==> src/rtl/uart_rx_pkg.sv <==
// Shared constants for the UART receive path.
// The default divisor matches the B115200 value used by the transmit side.
package uart_rx_pkg;

  localparam int B115200   = 104;
  localparam int DATA_BITS = 8;

endpackage

==> src/rtl/baudgen_rx.sv <==
// Reloadable bit-timing down-counter for the UART receiver.
// tick marks the cycle in which the counter reaches 1; a load in that cycle restarts timing without drift.
module baudgen_rx
  import uart_rx_pkg::*;
#(
  parameter int BAUD = B115200
) (
  input  logic clk,
  input  logic rst,
  input  logic load,
  input  logic half,
  output logic tick
);

  localparam int CW = $clog2(BAUD + 1);
  localparam logic [CW-1:0] FULL = CW'(BAUD);
  localparam logic [CW-1:0] HALF = CW'(BAUD / 2);
  localparam logic [CW-1:0] ONE  = CW'(1);
  localparam logic [CW-1:0] ZERO = CW'(0);

  logic [CW-1:0] cnt_r;

  // Reload has priority over counting; the counter parks at zero when nobody reloads it.
  always_ff @(posedge clk) begin
    if (rst) begin
      cnt_r <= ZERO;
    end else if (load) begin
      cnt_r <= half ? HALF : FULL;
    end else if (cnt_r != ZERO) begin
      cnt_r <= cnt_r - ONE;
    end else begin
      cnt_r <= ZERO;
    end
  end

  assign tick = (cnt_r == ONE);

endmodule

==> src/rtl/uart_rx.sv <==
// 8N1 UART receiver: 2-FF synchronizer, mid-bit sampling FSM, and registered byte/strobe outputs.
// A low stop bit reports a framing error and waits in BREAK until the line returns high.
module uart_rx
  import uart_rx_pkg::*;
#(
  parameter int BAUD = B115200
) (
  input  logic                 clk,
  input  logic                 rst,
  input  logic                 rx,
  output logic [DATA_BITS-1:0] data,
  output logic                 rcv,
  output logic                 ferr,
  output logic                 busy
);

  typedef enum logic [2:0] {
    IDLE  = 3'd0,
    START = 3'd1,
    DATA  = 3'd2,
    STOP  = 3'd3,
    BREAK = 3'd4
  } state_t;

  state_t               state_r;
  state_t               state_next;
  logic                 rx_meta;
  logic                 rx_s;
  logic [DATA_BITS-1:0] shift_r;
  logic [2:0]           idx_r;
  logic                 load_s;
  logic                 half_s;
  logic                 tick_s;
  logic                 shift_en_s;
  logic                 idx_clr_s;
  logic                 rcv_s;
  logic                 ferr_s;

  baudgen_rx #(.BAUD(BAUD)) u_baudgen (
    .clk  (clk),
    .rst  (rst),
    .load (load_s),
    .half (half_s),
    .tick (tick_s)
  );

  // Synchronizer (idles high) and FSM state register.
  always_ff @(posedge clk) begin
    if (rst) begin
      rx_meta <= 1'b1;
      rx_s    <= 1'b1;
      state_r <= IDLE;
    end else begin
      rx_meta <= rx;
      rx_s    <= rx_meta;
      state_r <= state_next;
    end
  end

  // Next-state and control decode; every tick in START/DATA/STOP is a mid-bit sample point.
  always_comb begin
    state_next = state_r;
    load_s     = 1'b0;
    half_s     = 1'b0;
    shift_en_s = 1'b0;
    idx_clr_s  = 1'b0;
    rcv_s      = 1'b0;
    ferr_s     = 1'b0;
    case (state_r)
      IDLE: begin
        if (!rx_s) begin
          state_next = START;
          load_s     = 1'b1;
          half_s     = 1'b1;
        end else begin
          state_next = IDLE;
        end
      end
      START: begin
        if (tick_s) begin
          if (!rx_s) begin
            state_next = DATA;
            load_s     = 1'b1;
            idx_clr_s  = 1'b1;
          end else begin
            state_next = IDLE;
          end
        end else begin
          state_next = START;
        end
      end
      DATA: begin
        if (tick_s) begin
          shift_en_s = 1'b1;
          load_s     = 1'b1;
          if (idx_r == 3'd7) begin
            state_next = STOP;
          end else begin
            state_next = DATA;
          end
        end else begin
          state_next = DATA;
        end
      end
      STOP: begin
        if (tick_s) begin
          if (rx_s) begin
            rcv_s      = 1'b1;
            state_next = IDLE;
          end else begin
            ferr_s     = 1'b1;
            state_next = BREAK;
          end
        end else begin
          state_next = STOP;
        end
      end
      BREAK: begin
        if (rx_s) begin
          state_next = IDLE;
        end else begin
          state_next = BREAK;
        end
      end
      default: begin
        state_next = IDLE;
      end
    endcase
  end

  // Shift register, bit index and registered outputs; busy follows the state being entered.
  always_ff @(posedge clk) begin
    if (rst) begin
      shift_r <= 8'h00;
      idx_r   <= 3'd0;
      data    <= 8'h00;
      rcv     <= 1'b0;
      ferr    <= 1'b0;
      busy    <= 1'b0;
    end else begin
      if (shift_en_s) begin
        shift_r <= {rx_s, shift_r[DATA_BITS-1:1]};
      end else begin
        shift_r <= shift_r;
      end
      if (idx_clr_s) begin
        idx_r <= 3'd0;
      end else if (shift_en_s) begin
        idx_r <= idx_r + 3'd1;
      end else begin
        idx_r <= idx_r;
      end
      if (rcv_s) begin
        data <= shift_r;
      end else begin
        data <= data;
      end
      rcv  <= rcv_s;
      ferr <= ferr_s;
      busy <= (state_next != IDLE);
    end
  end

endmodule

==> config.mk <==
export PLATFORM = sky130hd
export DESIGN_NAME = uart_rx
export DESIGN_NICKNAME = d
export VERILOG_FILES = /design/src/rtl/uart_rx_pkg.sv /design/src/rtl/baudgen_rx.sv /design/src/rtl/uart_rx.sv
export SDC_FILE = /design/constraint.sdc
export NUM_CORES = 1
export LEC_CHECK = 0
export ABC_AREA = 1
export BUFFER_PORTS_ARGS = -buffer_cell sky130_fd_sc_hd__buf_2
export CORE_ASPECT_RATIO = 0.8
export CORE_MARGIN = 2
export CORE_UTILIZATION = 38
export DETAILED_ROUTE_END_ITERATION = 7
export PLACE_DENSITY = 0.63
export SLEW_MARGIN = 20
export SYNTH_ARGS = -nofsm -noshare
export SYNTH_HDL_FRONTEND = slang
export SYNTH_SLANG_ARGS = --single-unit
export TNS_END_PERCENT = 50
==> constraint.sdc <==
create_clock -name clk -period 1.65 [get_ports clk]
set_input_delay 0.33 -clock clk [delete_from_list [all_inputs] [get_ports clk]]
set_output_delay 0.33 -clock clk [all_outputs]
set_load 0.005 [all_outputs]
==> results.toml <==
[status]
status = "finished, final reports clean"

[cells_and_area]
mostFrequentLayoutCells = "nor2_1, dfxtp_1, inv_1, nand2_1, nand3_1"
mostFrequentLayoutCell = "nor2_1"
fin_nets = 222
diodes = 0
n_fill_cell = 387
fin_util_pct = 45.46
drive_gt1_share_pct = 17.21
area_growth_syn_to_layout_pct = 14.70

[cts]
cts.reportedPaths.clkPinSlew_ps = 70
root_buffer = "clkbuf_8"
cts_tree = "built"
cts_hold_buf = 0
worstSkewPairLatency_ps = 290
clock_sinks = 34
post-cts-setup-buffer-count = 0
numCtsBuffers = 5
cts_resized = 0
clock_path_buffers = 2
cts_htree_levels = 2

[setup_path]
cp_max_fo = 13
reg2reg_setup_slack_ps = 160
crit_chain = "inv_1 -> ha_1 -> nand2_2 -> nor2_4 -> nand2_4 -> clkinv_4 -> nor2_4 -> nand3_1 -> nand2_1 -> inv_1"
cp.arrival_ps = 1670
reg2reg_to = "u_baudgen.cnt_r[4]"
crit_slowest_cell = "dfxtp_1"
cp-endpoint = "u_baudgen.cnt_r[4]"
slowest_delay_ps = 340
worst_setup_path_end_kind = "flip-flop"
cp-start-kind = "flip-flop"
r2r_start = "u_baudgen.cnt_r[1]"
rr_worst_depth = 10
crit_start = "u_baudgen.cnt_r[1]"
required_ps = 1830
path_class = "reg -> reg"

[sta]
period_minus_slack_ps = 1487
worst_slew_pin_slew_ps = 338.6
fin_worst_skew_ps = 9.718
setup_tns_ps = 0
max_freq_mhz = 672.5
final_max_slew_viol_count = 0
finalHoldViolations = 0
slew_headroom_pct = 77.31
finalCritPeriodShare_pct = 90.11
setup_viol = 0
rsz0062_at_grt = "false"
finalWorstSetupSlack_ps = 163.1

[yosys]
synth_top_cell_by_area = "dfxtp_1"
synth_seq_cells = 34
synth_seq_area_share_pct = 45.45
synthTopCellsByArea = "dfxtp_1, nor2_1, nand3_1"
yosysTopAreaCellShare_pct = 45.45
yosysWarnings = 0
avgSynthCellArea_um2 = 7.602
synth_cell_types = 26
synth_ff_type = "dfxtp_1"
synth_fp_nets = 205
ys_async_sr_fraction_pct = 0
synthCells = 197
netlist_area_um2 = 1498
synth-edff-count = 0

[place]
hpwl_um = 1976
dp_slack_ps = 105.6
portBuffers = 13
gp_congestion = 0.8498

[die]
die_h_um = 60.15
design.die.area_um2 = 4463
start_util_pct = 39.64
pin_count = 14
core_um2 = 3779
row_count = 20
die_w_um = 74.19

[grt]
antenna_found_initial = 0
grt_remaining_overflow = 0
grt_pass1_vias = 1003
grt_max_degree = 14
grt_pass1_wl_um = 4457
grt_usage_pct = 13.55

[route]
wl_met1_um = 1440
drtIter0Drc = 64
routed_wl_um = 2693
met2_length_um = 1050
wl_per_cell_um = 9.974
ant_nets = 0
firstDrtPassIters = 5
drc = 0
wl_met3_um = 135
top_layer = "met4"
vias_per_cell = 4.567
via_count = 1233

[power_and_ir_drop]
leakagePower_uw = 0.0008477
power_density_nw_per_um2 = 1438
vdd_drop_max_mv = 0.5835

[worst_hold_path]
min_path_type = "in -> reg"

[flow_run]
maxCapViolCount = 0
==> how the worst min path moves through the flow <==
| stage | endpoint | depth (start not counted) | startpoint |
|---|---|---|---|
| after detailed placement | rx_s | 1 | rx_meta |
| after global placement | rx_s | 1 | rx_meta |
| final | rx_meta | 2 | rx |
| after floorplan | rx_s | 1 | rx_meta |
| after global routing | rx_meta | 2 | rx |
| after CTS | rx_meta | 2 | rx |
==> logic make-up (layout without fill, tap and decap cells) <==
family | after synthesis | count (layout) | synth area share (%)
xor+xnor | 2 | 2 | 1.170
buf+inv | 30 | 48 | 9.189
flops | 34 | 34 | 45.45
fa+ha+maj | 5 | 5 | 4.177
compound gates | 23 | 23 | 8.188
simple gates | 103 | 103 | 31.83
==> cell usage after synthesis (3+ instances only) <==
cell	n
ha_1	5
o21ai_0	16
a21oi_1	4
inv_1	25
nand3_1	21
nand2_1	25
dfxtp_1	34
nor2_2	3
nor2_1	41
==> critical path: cells and delay by family (launching register included) <==
family	cells	cell delay (ps)
buffers and inverters	3	240
and+or+nand+nor	6	610
DFF	1	340
adders and majority gates	1	190
==> layer usage <==
| metal | track usage [%] | vias up |
|---|---|---|
| met5 | 0 | - |
| met4 | 7.792 | 0 |
| met3 | 4.047 | 7 |
| met2 | 17.60 | 37 |
| met1 | 19.45 | 530 |
| li1 | - | 659 |
==> sequential cells by signal, indices dropped and copies added, names as in the netlist <==
register and count:
busy 1, data 8, ferr 1, idx_r 3
rcv 1, rx_meta 1, rx_s 1, shift_r 8
state_r 3, u_baudgen.cnt_r 7
==> final cells by class <==
cell class,count,area [um^2],area share (%)
Sequential cell,34,680.7,39.62
Timing Repair Buffer,14,72.57,4.224
Clock buffer,5,68.82,4.006
Clock inverter,3,40.04,2.331
Multi-Input combinational cell,133,684.4,39.84
Tap cell,55,68.82,4.006
Inverter,26,102.6,5.972
==> per-stage QoR <==
stage               power (uW)  instance area [um^2]  hold slack, ps  cells
floorplan                 1601                  1498           389.5    197
global placement          1736                  1604           393.8    262
detailed placement        1734                  1604           393.7    262
CTS                       2485                  1713           217.7    270
global route              2660                  1718           220.1    270
finish                    2470                  1718           226.5    270
==> power by group <==
part	leakage, uW	internal (uW)	switching, uW
clock	0.0000579	444	300
sequential	0.000276	909	73.2
combinational	0.000514	279	465
(Power assumes the default switching activity.)
